--- src/rtl/atm_keypad_frontend.sv ---
// ATM keypad front end: collects account, PIN, operation, destination and amount
// from a key strobe stream and presents them as one record with a valid/ready handshake.
module atm_keypad_frontend #(
  parameter int TIMEOUT = 1000
) (
  input  logic        clk,
  input  logic        rst,
  input  logic        card_in,
  input  logic        key_valid,
  input  logic [3:0]  key_code,
  input  logic        rec_ready,
  output logic        rec_valid,
  output logic [11:0] account_number,
  output logic [11:0] pin,
  output logic [11:0] dst_account,
  output logic [11:0] amount,
  output logic [2:0]  operation,
  output logic [2:0]  prompt,
  output logic        err,
  output logic        cancelled
);

  typedef enum logic [2:0] {
    IDLE = 3'd0, ACCT = 3'd1, PIN = 3'd2, OP = 3'd3, DST = 3'd4, AMT = 3'd5, SEND = 3'd6
  } state_t;

  localparam logic [2:0]  OP_BALANCE  = 3'b010;
  localparam logic [2:0]  OP_TRANSFER = 3'b011;
  localparam logic [2:0]  OP_EXIT     = 3'b100;
  localparam logic [3:0]  K_ENTER     = 4'hA;
  localparam logic [3:0]  K_BACK      = 4'hB;
  localparam logic [3:0]  K_CANCEL    = 4'hC;
  localparam logic [15:0] IDLE_LIMIT  = 16'(TIMEOUT - 1);

  state_t      state_q, state_d;
  logic [11:0] buf_q, buf_d;
  logic [1:0]  cnt_q, cnt_d;
  logic [15:0] idle_q, idle_d;
  logic [11:0] acct_q, acct_d, pin_q, pin_d, dst_q, dst_d, amt_q, amt_d;
  logic [2:0]  op_q, op_d;
  logic        err_q, err_d, canc_q, canc_d;
  logic        in_entry;

  // Handshake: the record is offered while rec_valid is high and is consumed on the
  // first clock edge where rec_valid && rec_ready; fields do not move until then.
  assign rec_valid      = (state_q == SEND);
  assign prompt         = state_q;
  assign account_number = acct_q;
  assign pin            = pin_q;
  assign dst_account    = dst_q;
  assign amount         = amt_q;
  assign operation      = op_q;
  assign err            = err_q;
  assign cancelled      = canc_q;
  assign in_entry       = (state_q != IDLE) && (state_q != SEND);

  always_ff @(posedge clk or posedge rst) begin
    if (rst) begin
      state_q <= IDLE;
      buf_q   <= '0;
      cnt_q   <= '0;
      idle_q  <= '0;
      acct_q  <= '0;
      pin_q   <= '0;
      dst_q   <= '0;
      amt_q   <= '0;
      op_q    <= '0;
      err_q   <= 1'b0;
      canc_q  <= 1'b0;
    end else begin
      state_q <= state_d;
      buf_q   <= buf_d;
      cnt_q   <= cnt_d;
      idle_q  <= idle_d;
      acct_q  <= acct_d;
      pin_q   <= pin_d;
      dst_q   <= dst_d;
      amt_q   <= amt_d;
      op_q    <= op_d;
      err_q   <= err_d;
      canc_q  <= canc_d;
    end
  end

  always_comb begin
    state_d = state_q;
    buf_d   = buf_q;
    cnt_d   = cnt_q;
    acct_d  = acct_q;
    pin_d   = pin_q;
    dst_d   = dst_q;
    amt_d   = amt_q;
    op_d    = op_q;
    err_d   = 1'b0;
    canc_d  = 1'b0;

    // Card removal outranks keys, timeout and the handshake.
    if (state_q != IDLE && !card_in) begin
      state_d = IDLE;
      canc_d  = 1'b1;
    end else begin
      case (state_q)
        IDLE: if (card_in) state_d = ACCT;
        SEND: begin
          if (rec_ready) begin
            dst_d = '0;
            amt_d = '0;
            state_d = (op_q == OP_EXIT) ? IDLE : OP;
          end
        end
        default: begin
          if (key_valid) begin
            if (key_code <= 4'd9) begin
              if (cnt_q != 2'd3) begin
                buf_d = {buf_q[7:0], key_code};
                cnt_d = cnt_q + 2'd1;
              end
            end else if (key_code == K_BACK) begin
              if (cnt_q != 2'd0) begin
                buf_d = buf_q >> 4;
                cnt_d = cnt_q - 2'd1;
              end
            end else if (key_code == K_CANCEL) begin
              state_d = IDLE;
              canc_d  = 1'b1;
            end else if (key_code == K_ENTER && cnt_q != 2'd0) begin
              buf_d = '0;
              cnt_d = '0;
              case (state_q)
                ACCT: begin acct_d = buf_q; state_d = PIN; end
                PIN:  begin pin_d  = buf_q; state_d = OP;  end
                DST:  begin dst_d  = buf_q; state_d = AMT; end
                AMT: begin
                  if (buf_q == 12'd0) err_d = 1'b1;
                  else begin amt_d = buf_q; state_d = SEND; end
                end
                default: begin
                  if (cnt_q == 2'd1 && buf_q <= 12'd4) begin
                    op_d = buf_q[2:0];
                    if (buf_q[2:0] == OP_TRANSFER) state_d = DST;
                    else if (buf_q[2:0] == OP_BALANCE || buf_q[2:0] == OP_EXIT) begin
                      dst_d = '0;
                      amt_d = '0;
                      state_d = SEND;
                    end else state_d = AMT;
                  end else err_d = 1'b1;
                end
              endcase
            end
          end else if (idle_q == IDLE_LIMIT) begin
            state_d = IDLE;
            err_d   = 1'b1;
          end
        end
      endcase
    end

    // Every return to IDLE wipes the session.
    if (state_d == IDLE && state_q != IDLE) begin
      buf_d  = '0;
      cnt_d  = '0;
      acct_d = '0;
      pin_d  = '0;
      dst_d  = '0;
      amt_d  = '0;
      op_d   = '0;
    end

    idle_d = '0;
    if (in_entry && !key_valid && state_d == state_q) idle_d = idle_q + 16'd1;
  end

endmodule

--- config.mk ---
export PLATFORM = sky130hd
export DESIGN_NAME = atm_keypad_frontend
export DESIGN_NICKNAME = d
export VERILOG_FILES = /design/src/rtl/atm_keypad_frontend.sv
export SDC_FILE = /design/constraint.sdc
export NUM_CORES = 1
export LEC_CHECK = 0
export BUFFER_PORTS_ARGS = -buffer_cell sky130_fd_sc_hd__buf_2
export CAP_MARGIN = 40
export CORE_MARGIN = 2
export CORE_UTILIZATION = 53
export CTS_CLUSTER_DIAMETER = 150
export CTS_CLUSTER_SIZE = 40
export DETAILED_ROUTE_END_ITERATION = 10
export GPL_TIMING_DRIVEN = 1
export PLACE_DENSITY = 0.77
export SYNTH_ARGS = -nofsm -noshare
export SYNTH_HDL_FRONTEND = slang
export SYNTH_SLANG_ARGS = --single-unit
--- constraint.sdc ---
create_clock -name clk -period 2.65 [get_ports clk]
set_input_delay 0.1325 -clock clk [delete_from_list [all_inputs] [get_ports clk]]
set_output_delay 0.1325 -clock clk [all_outputs]
set_load 0.03 [all_outputs]
# == After elaboration in Yosys (flattened, before gate mapping) ==
# Index checks and enable logic that the tools add are counted.
# totals
input_bits,9
ff_bits,86
out_inout_bits,57
# classes
eq_ne,36
reduce_logical,37
n_addsub,3
muxes,105
n_lt_le_gt_ge,2
# ops
op,n
$mux 12,47
$pmux 12 s2,4
$mux 3,21
$mux 2,13
$reduce_bool 4->1,5
$add 16x1->16 const B,1
$eq 16x10->1 const B,1
$mux 1,16
$mux 16,1
$reduce_and 8->1,2
$eq 3x3->1 const B,5
$reduce_and 13->1,1
$eq 4x4->1 const B,3
$le 12x3->1 const B,1
$logic_not 12->1,1
$ne 2x1->1 const B,6
$ne 3x2->1 const B,4
$ne 4x2->1 const B,3
$pmux 3 s4,1
$reduce_and 12->1,1
$reduce_bool 2->1,6
$eq 3x2->1 const B,3
$ne 3x1->1 const B,3
$reduce_and 9->1,1
other kinds (21),33

# == Depth between registers and ports, before layout ==
# Gate-level depths: netlist of the first run.
# depth
word_depth,17
mapped_depth,11
mapped_depth_nobuf,8

# == Least setup slack after synthesis of the first run ==
# No wires, ideal clock.
# synth_timing
path_kind,register -> register
startpoint,register cnt_q[1]
endpoint,register acct_q[0] (netlist: account_number[0])
arrival_ns,2.591
path_stages_with_launch,12
setup_slack_ns,-0.069
n_path_buf,3
setup_ns,0.128
cell_sequence,dfrtp_1 -> inv_1 -> ha_1 -> or3b_2 -> or4b_1 -> clkbuf_1 -> a21oi_1 -> o211ai_2 -> a22oi_2 -> buf_6 -> buf_6 -> a21oi_2
# synth_via
elab_chain_len,15
# synth_lines
element,line,source
start: declaration,37,"logic [1:0] cnt_q, cnt_d;"
start signal: assignment,73,cnt_q <= cnt_d;
$eq 2x1->1,138,if (cnt_q == 2'd1 && buf_q <= 12'd4) begin
$logic_and 1x1->1,138,
$mux 3,138,
$pmux 3 s4,129,case (state_q)
$mux 3,126,end else if (key_code == K_ENTER && cnt_q != 2'd0) begin
$mux 3,123,end else if (key_code == K_CANCEL) begin
$mux 3,118,end else if (key_code == K_BACK) begin
$mux 3,113,if (key_code <= 4'd9) begin
$mux 3,112,if (key_valid) begin
$pmux 3 s2,102,case (state_q)
$mux 3,98,if (state_q != IDLE && !card_in) begin
$logic_not 3->1,159,if (state_d == IDLE && state_q != IDLE) begin
$logic_and 1x1->1,159,
$ne 2x1->1 (no source line) or $reduce_bool 2->1 (tied branches),n/a,
$reduce_and 8->1 (no source line),n/a,
end signal: assignment,75,acct_q <= acct_d;
end: declaration,39,"logic [11:0] acct_q, acct_d, pin_q, pin_d, dst_q, dst_d, amt_q, amt_d;"
# Parallel ways exist; a longest one is shown, timed or not.
# A chain may end at the register's enable or synchronous reset.

# == Worst setup path in the final report of the first run ==
# layout_timing
startpoint,register buf_q[7]
endpoint,register dst_q[10] (netlist: dst_account[10])
# layout_via
elab_chain_len,15
# layout_lines
element,line,source
start: declaration,36,"logic [11:0] buf_q, buf_d;"
start signal: assignment,72,buf_q <= buf_d;
$le 12x3->1,138,
$logic_and 1x1->1,138,
$mux 3,138,
$pmux 3 s4,129,
$mux 3,126,
$mux 3,123,
$mux 3,118,
$mux 3,113,
$mux 3,112,
$pmux 3 s2,102,
$mux 3,98,
$logic_not 3->1,159,
$logic_and 1x1->1,159,
"$ne 4x2->1 (no source line), or another cell as far along",n/a,
$reduce_and 12->1 (no source line),n/a,
end signal: assignment,77,dst_q <= dst_d;
end: declaration,39,
# Parallel ways exist; a longest one is shown, timed or not.

==> results.md, run 1 <==
- Status: finished with violations
- Failing checks: negative setup slack
- Worst EP required: between 2 and 3 ns
- Final setup viols: 33
- Synth Instances: 507
- Hold path cells: 2
- Post-DP HPWL: approximately 9 mm
- CP Data Arrival Time: roughly 3.0 ns
- Clk_skew: 0.01475 ns
- DIE HEIGHT: roughly 100 um
- CP Capture Type: flop
- Total Power: around 5.4 mW
- Slew Limit Fails: 0
- Yosys warns: 0
- Crit-path slowest cell: or4_4
- Flop pwr share: between 20% and 30%
- Synth Area in Adders: under 10%
- Ports: 66
- Clock power frac: approximately 17%
- Htree depth: 3
- Area leader, netlist: dfrtp_1
- Synth Area in Compound Gates: between 20% and 30%
- Initial antenna violation count: 0
- FF-to-FF setup slack: -0.07 ns
- Final Non-Filler Cells: 718
- DP Area: around 5600 um^2
- Minimum clock period: 2.724 ns
- FMAX: around 370 MHz
- Combinational share of power: 57.0%
- CTS clock-pin slew for the worst setup and hold paths: 0.09 ns
- RR Endpoint: dst_account[10]
- Final Cell Area: approximately 6200 um^2
- HP Start: card_in
- Sequential area share after synthesis: 43.50%
- Root Buffer: clkbuf_8
- Synthesized Nets: between 500 and 600
- Placer Congestion: 0.9433
- Cell Count Post-Placement: about 690
- Synth Area per Inst: just under 10 um^2
- Layout cells sized above 1: roughly 36%
- Worst R2R Start: buf_q[7]
- Global route total overflow: 0
- CP Cell Sequence: buf_6, or3_1, or4_4, a2111o_1, o211ai_2, a22oi_2, buf_6, buf_8, clkbuf_16, a21oi_4
- CTS tree: built
- Fraction of registers with async set/reset: between 90% and 100%
- PnR worst setup slack: -0.07365 ns
- Clk buf depth: 2
- Crit path max fanout: 5
- Internal power: between 3 and 4 mW
- Worst-Skew Late Latency: roughly 0.37 ns
- DR iter-0 viols: just under 300
- Area contributors post-synth: dfrtp_1 44%, a21oi_2 9.0%, mux2i_1 8.5%
- Worst vdd rail ir drop: around 0.60 mV
- Die area: 10120 um^2
- Final routed DRC violation total: 0
- EDFF count, synth: 0
- Mux cell area share after synthesis: under 10%
- Vias: roughly 4500
- Die width: 100.6 um
- Startpoint Class: flop
- Lkg Pwr: between 3 and 4 nW
- Final Hold Viols: 0
- Critical path type: flop to flop
- Largest net degree at the start of global routing: 53
- Initial Util: a little over half
- Sw frac: between 40 and 50%
- Area Growth Syn to Fin: 26.20%
- Filler cells: about 710
- Remaining antenna violation count: 0
- Vias per cell: approximately 6.2
- Yosys top cell area share: 43.50%
- Synth Register Bits: 86
- Drt pass-1 iters: 5
- Switching Power: ~2.3 mW
- Final wirelength: roughly 14 mm
- Avg WL per Cell: between 15 and 20 um
- Worst Reg-to-Reg Cells: 10
- Hold WC Path Type: input pin to flop
- Post-Synth Simple-Gate Area: between 10% and 20%
- Gr usage total: between 20 and 30%
- Worst path max stage delay: 0.54 ns
- Relative slew slack: around 49%
- Tcrit/Tclk final: 102.8%
- TritonCTS Sinks: between 80 and 90
- Row Count: 35
- Xor-xnor portion of the synthesized cell area: 2.656%
- Crit-path most repeated cell: buf_6
- Hold EP: err
- Max Cap Viol: 0
- First-pass GRT wire length: roughly 22 mm
- PwrDens: slightly below 900 nW/um^2
- Antenna fix cells: 0
- CTS buffer count: 9
- Largest family of logic cells by synthesized area: compound AO/OA/AOI/OAI gates
- Ys flop type: dfrtp_1
- Worst slew pin tran: roughly 0.76 ns
- Area of the mapped netlist: between 4000 and 5000 um^2
- Vias in the first global route: 4252
- Post-synth cell types: between 50 and 60
- RSZ-0062 raised after global routing: yes
- Core box area: about 9000 um^2
- Layout net count: around 620
- PortBufs: 65
cells in the final DEF (no fill, tap or decap), drive strengths merged, types with 3 or more instances in the layout:
master  synthesis  final
nand4          17     17
o211ai          4      4
clkbuf         29     14
dfrtp          86     86
nor3           27     27
a21oi          77     77
xor2            3      3
ha              4      4
or4             3      3
or3             5      5
nand3           8      8
nor2           19     19
a22oi          14     14
o21ai          24     24
mux2i          42     42
nor3b           3      3
inv            10     10
and4            4      4
nand2          35     35
xnor2          12     12
nor2b           6      6
clkinv          1      3
buf            16    127
nor4            4      4
and3           17     17
how the worst max path moves through the flow:
stage | startpoint | endpoint | slack (ns) | cells after the start
2_1_floorplan | cnt_q[1] | dst_account[0] | 0.003 | 11
3_3_place_gp | cnt_q[1] | buf_q[7] | -0.13 | 9
3_5_place_dp | cnt_q[1] | pin[6] | -0.21 | 9
4_1_cts | cnt_q[1] | dst_account[7] | -0.05 | 11
5_1_grt | cnt_q[1] | pin[0] | -0.13 | 11
6_report | buf_q[7] | dst_account[10] | -0.07 | 10
power by group through the flow:
stage,clock (mW),sequential [mW],combinational (mW)
finish,0.889,1.43,3.08
floorplan,0,1.48,1.58
global route,0.954,1.44,3.23
detailed placement,0,1.45,2.10
CTS,0.907,1.42,2.56
global placement,0,1.45,2.07
per-layer routing:
layer / vias up / share of wire, % / GRT usage (%)
li1: 2054 / - / -
met5: - / 0 / 0
met3: 26 / 5.7 / 5.201
met2: 159 / 50 / 45.54
met4: 0 / 1.7 / 10.22
met1: 2247 / 43 / 36.84
cell usage after synthesis, drive strengths merged (3+ instances only):
cell,number
buf,16
dfrtp,86
o21ai,24
a22oi,14
nand4,17
or3,5
or4,3
clkbuf,29
and4,4
nand3,8
nor2,19
nor2b,6
ha,4
mux2i,42
nor3b,3
inv,10
nor4,4
a21oi,77
and3,17
xor2,3
o211ai,4
xnor2,12
nand2,35
nor3,27
area by class of cell:
class / instances / area [um^2] / area share (%)
multi-input cells: 365 / 2629 / 42.10
flip-flops and latches: 86 / 2152 / 34.47
repair buffers: 132 / 1106 / 17.72
well taps: 111 / 138.9 / 2.224
clock buffers: 10 / 127.6 / 2.044
clock inverters: 3 / 47.55 / 0.7615
inverters: 11 / 42.54 / 0.6814
logic make-up after synthesis:
kind of cell	count (synthesis)
AND/OR/NAND/NOR	162
AO/OA/AOI/OAI	141
flip-flops	86
buffers and inverters	56
multiplexers	43
XOR/XNOR	15
adder cells (fa/ha/maj)	4
sequential cells by signal, summed over array words and instances (netlist names):
| register | count |
|---|---|
| account_number | 12 |
| amount | 12 |
| buf_q | 12 |
| cancelled | 1 |
| cnt_q | 2 |
| dst_account | 12 |
| err | 1 |
| idle_q | 16 |
| operation | 3 |
| pin | 12 |
| prompt | 3 |
repair_timing:
item                                    in CTS  in global routing
endpoints found under the setup margin      66                 69
cloned                                       3                  5
pin swaps                                   25                 31
buffers inserted                            10                  2
hold buffers                                 1                  0
gates resized for setup                      9                 23
endpoints found under the hold margin       41                  0
worst max-delay path, delay by kind of cell, from the launching register on:
family / cells / cell delay (ns)
simple gates: 2 / 0.90
flops: 1 / 0.41
buf+inv: 4 / 0.58
compound gates: 4 / 0.75
per-stage QoR:
step                      util (%)  TNS [ns]  worst slack (ns)  hold WS, ns
after detailed placement     61.57    -11.49           -0.2050       0.2739
after CTS                    65.56   -0.8685          -0.05260      0.05399
after global routing         68.22    -5.056           -0.1272      0.07956
after global placement       61.57    -7.014           -0.1331       0.2656
after floorplan                  -         0          0.002845       0.2857
final                        68.22    -1.222          -0.07365      0.07115
No activity file was read; power rests on OpenSTA's default activity.
==> run 2: changes to the inputs <==
--- a/config.mk
+++ b/config.mk
@@ -17,3 +17,4 @@
 export SYNTH_ARGS = -nofsm -noshare
 export SYNTH_HDL_FRONTEND = slang
 export SYNTH_SLANG_ARGS = --single-unit
+export TNS_END_PERCENT = 50
==> results.md, run 2 (synthesis gave the netlist of run 1 again) <==
- Status: finished with violations
- Failing checks: negative setup slack
- Most common cell after layout, fill and taps aside: dfrtp_1
- Global route total overflow: 0
- Root Buffer: clkbuf_8
- Hold_ws: roughly 0.076 ns
- Placer Congestion: roughly 0.94
- Crit-path most repeated cell: buf_6
- Sequential Area: 2152 um^2
- Pre-CTS worst setup slack: -0.2050 ns
- Biggest register: idle_q
- FMAX: 364.9 MHz
- Most frequent cells in the layout: 86 x dfrtp_1, 65 x buf_2, 47 x a21oi_2
- Final Hold Viols: 0
- Vias in the first global route: 4250
- PnR worst setup slack: -0.09046 ns
- Layout cells sized above 1: between 30% and 40%
- Ports: 66
- PortBufs: between 60 and 70
- Slew Limit Fails: 0
- CP Capture Type: flop
- Clk_skew: about 0.015 ns
- Hold WC Path Type: input pin to flop
- Worst EP required: 2.95 ns
- Antenna fix cells: 0
- Die width: approximately 100 um
- Remaining antenna violation count: 0
- Final setup viols: about 50
- CTS tree: built
- Max reg flops: 16
- Drt pass-1 iters: 5
- Worst Path Buf+Inv: 4
- Setup TNS Final: -1.958 ns
- Fin util: between 60% and 70%
- Tcrit/Tclk final: 103.4%
- Gr usage total: between 20 and 30%
- Area Growth Syn to Fin: 26.78%
- CP Data Arrival Time: 3.04 ns
- Layout net count: just over 600
- Final wirelength: 14.47 mm
- Crit-path slowest cell: or4_4
- Core box area: 9153 um^2
- Minimum clock period: 2.740 ns
- Initial Util: ~54%
- Avg WL per Cell: ~20 um
- Crit path max fanout: 5
- Row Count: 35
- Clk buf depth: 2
- CTS buffer count: 9
- Worst slew pin tran: about 0.74 ns
- First-pass GRT wire length: between 20 and 25 mm
- PwrDens: 864.1 nW/um^2
- Initial antenna violation count: 0
- Relative slew slack: 50.19%
- Cell Count Post-Placement: just under 700
- Delay-heaviest family, CP: simple AND/OR/NAND/NOR gates
- DIE HEIGHT: between 100 and 150 um
- Multi-input gate area: around 2700 um^2
- Startpoint Class: flop
- Die area: 10120 um^2
- Filler cells: around 710
- CP Cell Sequence: buf_6, or3_1, or4_4, a2111o_1, o211ai_2, a22oi_2, buf_6, buf_4, clkbuf_16, a21oi_2
- Vias per cell: 6.288
- Critical path type: flop to flop
- Lkg Pwr: 3.156 nW
- CTS clock-pin slew for the worst setup and hold paths: 0.09 ns
- Post-DP HPWL: 8.966 mm
- RSZ-0062 raised after global routing: yes
- Worst-Skew Late Latency: approximately 0.37 ns
- DR iter-0 viols: ~260
- Worst vdd rail ir drop: a little under 0.7 mV
- Max Cap Viol: 0
- Largest net degree at the start of global routing: between 50 and 60
- Final Non-Filler Cells: approximately 720
- Htree depth: 3
- Final routed DRC violation total: 0
- Vias: roughly 4500
- Worst path max stage delay: ~0.54 ns
- TritonCTS Sinks: 86
==> run 2: per-stage QoR <==
step           cell area (um^2)  total power [mW]
2_1_floorplan              4987             3.056
3_3_place_gp               5635             3.522
3_5_place_dp               5635             3.555
4_1_cts                    5997             4.880
5_1_grt                    6272             5.641
6_report                   6272             5.420
==> run 2: repair_timing <==
item / 4_1_cts / 5_1_grt
buffers inserted: 10 / 4
endpoints found under the hold margin: 41 / 0
gates resized for setup: 8 / 34
cloned: 3 / 4
hold buffers: 1 / 0
endpoints found under the setup margin: 66 / 69
pin swaps: 24 / 26
==> run 2: layer usage <==
metal  GRT usage, %  part of all wire (%)  vias up
li1               -                     -     2053
met1          36.84                    42     2240
met2          45.54                    50      200
met3          5.201                   6.7       22
met4          10.22                   1.7        0
met5              0                     0        -
==> run 2: worst register-to-register path, stage by stage, from the launching register on <==
cell and delay [ns]:
dfrtp_1 0.41, buf_6 0.12, or3_1 0.34, or4_4 0.54, a2111o_1 0.45, o211ai_2 0.09
a22oi_2 0.13, buf_6 0.17, buf_4 0.14, clkbuf_16 0.16, a21oi_2 0.12
==> run 2: layout make-up <==
class                   count  share of cell area (%)
multi-input cells         365                   42.63
flip-flops and latches     86                   34.31
repair buffers            132                   17.37
well taps                 111                   2.214
clock buffers              10                   2.035
clock inverters             3                  0.7580
inverters                  11                  0.6782
==> run 2: power breakdown <==
| group | switching, mW | internal (mW) | total [mW] |
|---|---|---|---|
| registers | 0.0537 | 1.37 | 1.43 |
| logic | 1.80 | 1.31 | 3.11 |
| clock network | 0.461 | 0.426 | 0.887 |
| total | 2.31 | 3.11 | 5.42 |
==> run 2: path summary, 6_finish.rpt <==
check,startpoint,to,slack [ns],cells after the start
hold reg to reg,idle_q[0],idle_q[0],0.52,1
setup reg to reg,buf_q[7],operation[2],-0.09,10
hold / removal,card_in,err,0.08,2
min in group asynchronous,rst,account_number[9],0.41,3
max in group asynchronous,rst,amount[10],1.55,4
setup / recovery,buf_q[7],operation[2],-0.09,10
==> run 3: changes to the inputs <==
--- a/config.mk
+++ b/config.mk
@@ -8,12 +8,12 @@
 export BUFFER_PORTS_ARGS = -buffer_cell sky130_fd_sc_hd__buf_2
 export CAP_MARGIN = 40
 export CORE_MARGIN = 2
-export CORE_UTILIZATION = 53
+export CORE_UTILIZATION = 58
 export CTS_CLUSTER_DIAMETER = 150
 export CTS_CLUSTER_SIZE = 40
 export DETAILED_ROUTE_END_ITERATION = 10
 export GPL_TIMING_DRIVEN = 1
-export PLACE_DENSITY = 0.77
+export PLACE_DENSITY = 0.8
 export SYNTH_ARGS = -nofsm -noshare
 export SYNTH_HDL_FRONTEND = slang
 export SYNTH_SLANG_ARGS = --single-unit
==> constraint.sdc (replaced) <==
create_clock -name clk -period 3.1 [get_ports clk]
set_input_delay 0.155 -clock clk [delete_from_list [all_inputs] [get_ports clk]]
set_output_delay 0.155 -clock clk [all_outputs]
set_load 0.03 [all_outputs]
==> results.md, run 3 (synthesis gave the netlist of run 1 again) <==
- CP Data Arrival Time: 3.25 ns
- Worst-Skew Late Latency: 0.36 ns
- Worst vdd rail ir drop: about 0.42 mV
- Status: finished clean
- CTS clock-pin slew for the worst setup and hold paths: approximately 0.09 ns
- Layout net count: between 500 and 600
- Multi-input gate area: between 2000 and 3000 um^2
- Slew Limit Fails: 0
- Hold WC Path Type: input pin to flop
- Drt pass-1 iters: 5
- TritonCTS Sinks: 86
- CTS tree: built
- Die width: between 90 and 100 um
- Largest net degree at the start of global routing: 50
- Gr usage total: about 29%
- Filler cells: 650
- Crit-path slowest cell: or4b_1
- Final Non-Filler Cells: roughly 680
- PnR worst setup slack: around 0.14 ns
- Post-DP HPWL: around 8.6 mm
- Biggest register: idle_q
- Initial antenna violation count: 0
- FMAX: around 340 MHz
- Core box area: between 8000 and 9000 um^2
- First-pass GRT wire length: 20.86 mm
- FF-to-FF setup slack: about 0.14 ns
- Pre-CTS worst setup slack: 0.1560 ns
- Final setup viols: 0
- RSZ-0062 raised after global routing: no
- Vias per cell: roughly 6.3
- Antenna fix cells: 0
- Startpoint Class: flop
- Area Growth Syn to Fin: 15.25%
- Vias in the first global route: 4065
- PwrDens: ~670 nW/um^2
- Hold_ws: slightly above 0.1 ns
- Layout cells sized above 1: roughly 31%
- Vias: around 4300
- DIE HEIGHT: ~96 um
- Critical path type: flop to flop
- Most common cell after layout, fill and taps aside: dfrtp_1
- Tcrit/Tclk final: between 90 and 100%
- Final wirelength: between 10 and 15 mm
- Max Cap Viol: 0
- Remaining antenna violation count: 0
- DR iter-0 viols: 274
- Clk_skew: approximately 0.0089 ns
- Minimum clock period: approximately 3.0 ns
- Relative slew slack: roughly 46%
- Most frequent cells in the layout: 86 x dfrtp_1, 66 x buf_2, 51 x a21oi_2
- Crit path max fanout: between 40 and 50
- PortBufs: 65
- Final routed DRC violation total: 0
- Post-CTS Repair Setup Buffers: 0
- Clk buf depth: 2
- Htree depth: 3
- Placer Congestion: between 0.9 and 1
- Row Count: 33
- Max reg flops: 16
- Setup TNS Final: 0 ns
- Sequential Area: about 2200 um^2
- Ports: between 60 and 70
- CP Capture Type: flop
- Cell Count Post-Placement: ~660
- Worst EP required: between 3 and 4 ns
- Die area: roughly 9300 um^2
- Lkg Pwr: approximately 2.9 nW
- Final Hold Viols: 0
- CTS buffer count: 9
- Worst slew pin tran: a little over 0.8 ns
- Worst path max stage delay: approximately 0.54 ns
- Initial Util: roughly 60%
- CP Cell Sequence: inv_1, ha_1, or3b_2, or4b_1, buf_4, nor3_1, nand2_1, and3_2, buf_12, a21oi_2
- Avg WL per Cell: approximately 19 um
- Global route total overflow: 0
- Root Buffer: clkbuf_8
[run 3: cell count changes in the layout (fill, tap and decap cells not counted), moves of 5 or more]
cell     before  now
buf_12        8    3
a21oi_4       7    0
nor3_1       15   27
buf_6         7    1
nor3_2       12    0
buf_4        44   27
[run 3: through the flow]
step                power, mW  utilization (%)  area, um^2
global route            3.980            69.05        5702
CTS                     3.768            68.88        5688
global placement        2.847            65.76        5430
finish                  3.797            69.05        5702
detailed placement      2.874            66.06        5455
floorplan               2.530                -        4947
[run 3: power by group]
| group | switching [mW] | internal [mW] | total (mW) |
|---|---|---|---|
| registers | 0.0660 | 1.17 | 1.24 |
| logic | 1.19 | 0.465 | 1.65 |
| clock network | 0.425 | 0.478 | 0.904 |
| total | 1.68 | 2.12 | 3.80 |
[run 3: final timing paths]
kind,cells after the start,endpoint,startpoint
hold reg to reg,1,idle_q[0],idle_q[0]
max in group asynchronous,5,amount[11],rst
setup / recovery,10,account_number[1],cnt_q[1]
hold / removal,2,err,card_in
setup reg to reg,10,account_number[1],cnt_q[1]
min in group asynchronous,4,dst_account[9],rst
[run 3: worst max-delay path: cells and delay by family (launching register included)]
family                     cells  cell delay [ns]
DFF                            1             0.40
adders and majority gates      1             0.16
AOI/OAI and AO/OA              1             0.17
buffers and inverters          3             0.50
and+or+nand+nor                5             1.58
[run 3: layer usage]
metal,vias to the layer above,wire length [um],track usage [%]
met5,-,0,0
met1,2100,5520,40.18
met3,22,867,5.325
met2,170,6109,46.76
met4,0,276,9.624
li1,1985,-,-
[run 3: repair_timing]
item                                    in CTS  in global routing
endpoints found under the hold margin       44                  0
endpoints found under the setup margin       0                  8
hold buffers                                 1                  0
resized for setup                            0                  3
[run 3: layout make-up]
type | instances | area share, %
multi-input cells | 365 | 44.52
repair buffers | 98 | 10.77
clock buffers | 11 | 2.480
clock inverters | 5 | 1.426
inverters | 11 | 0.7461
well taps | 105 | 2.304
flip-flops and latches | 86 | 37.74
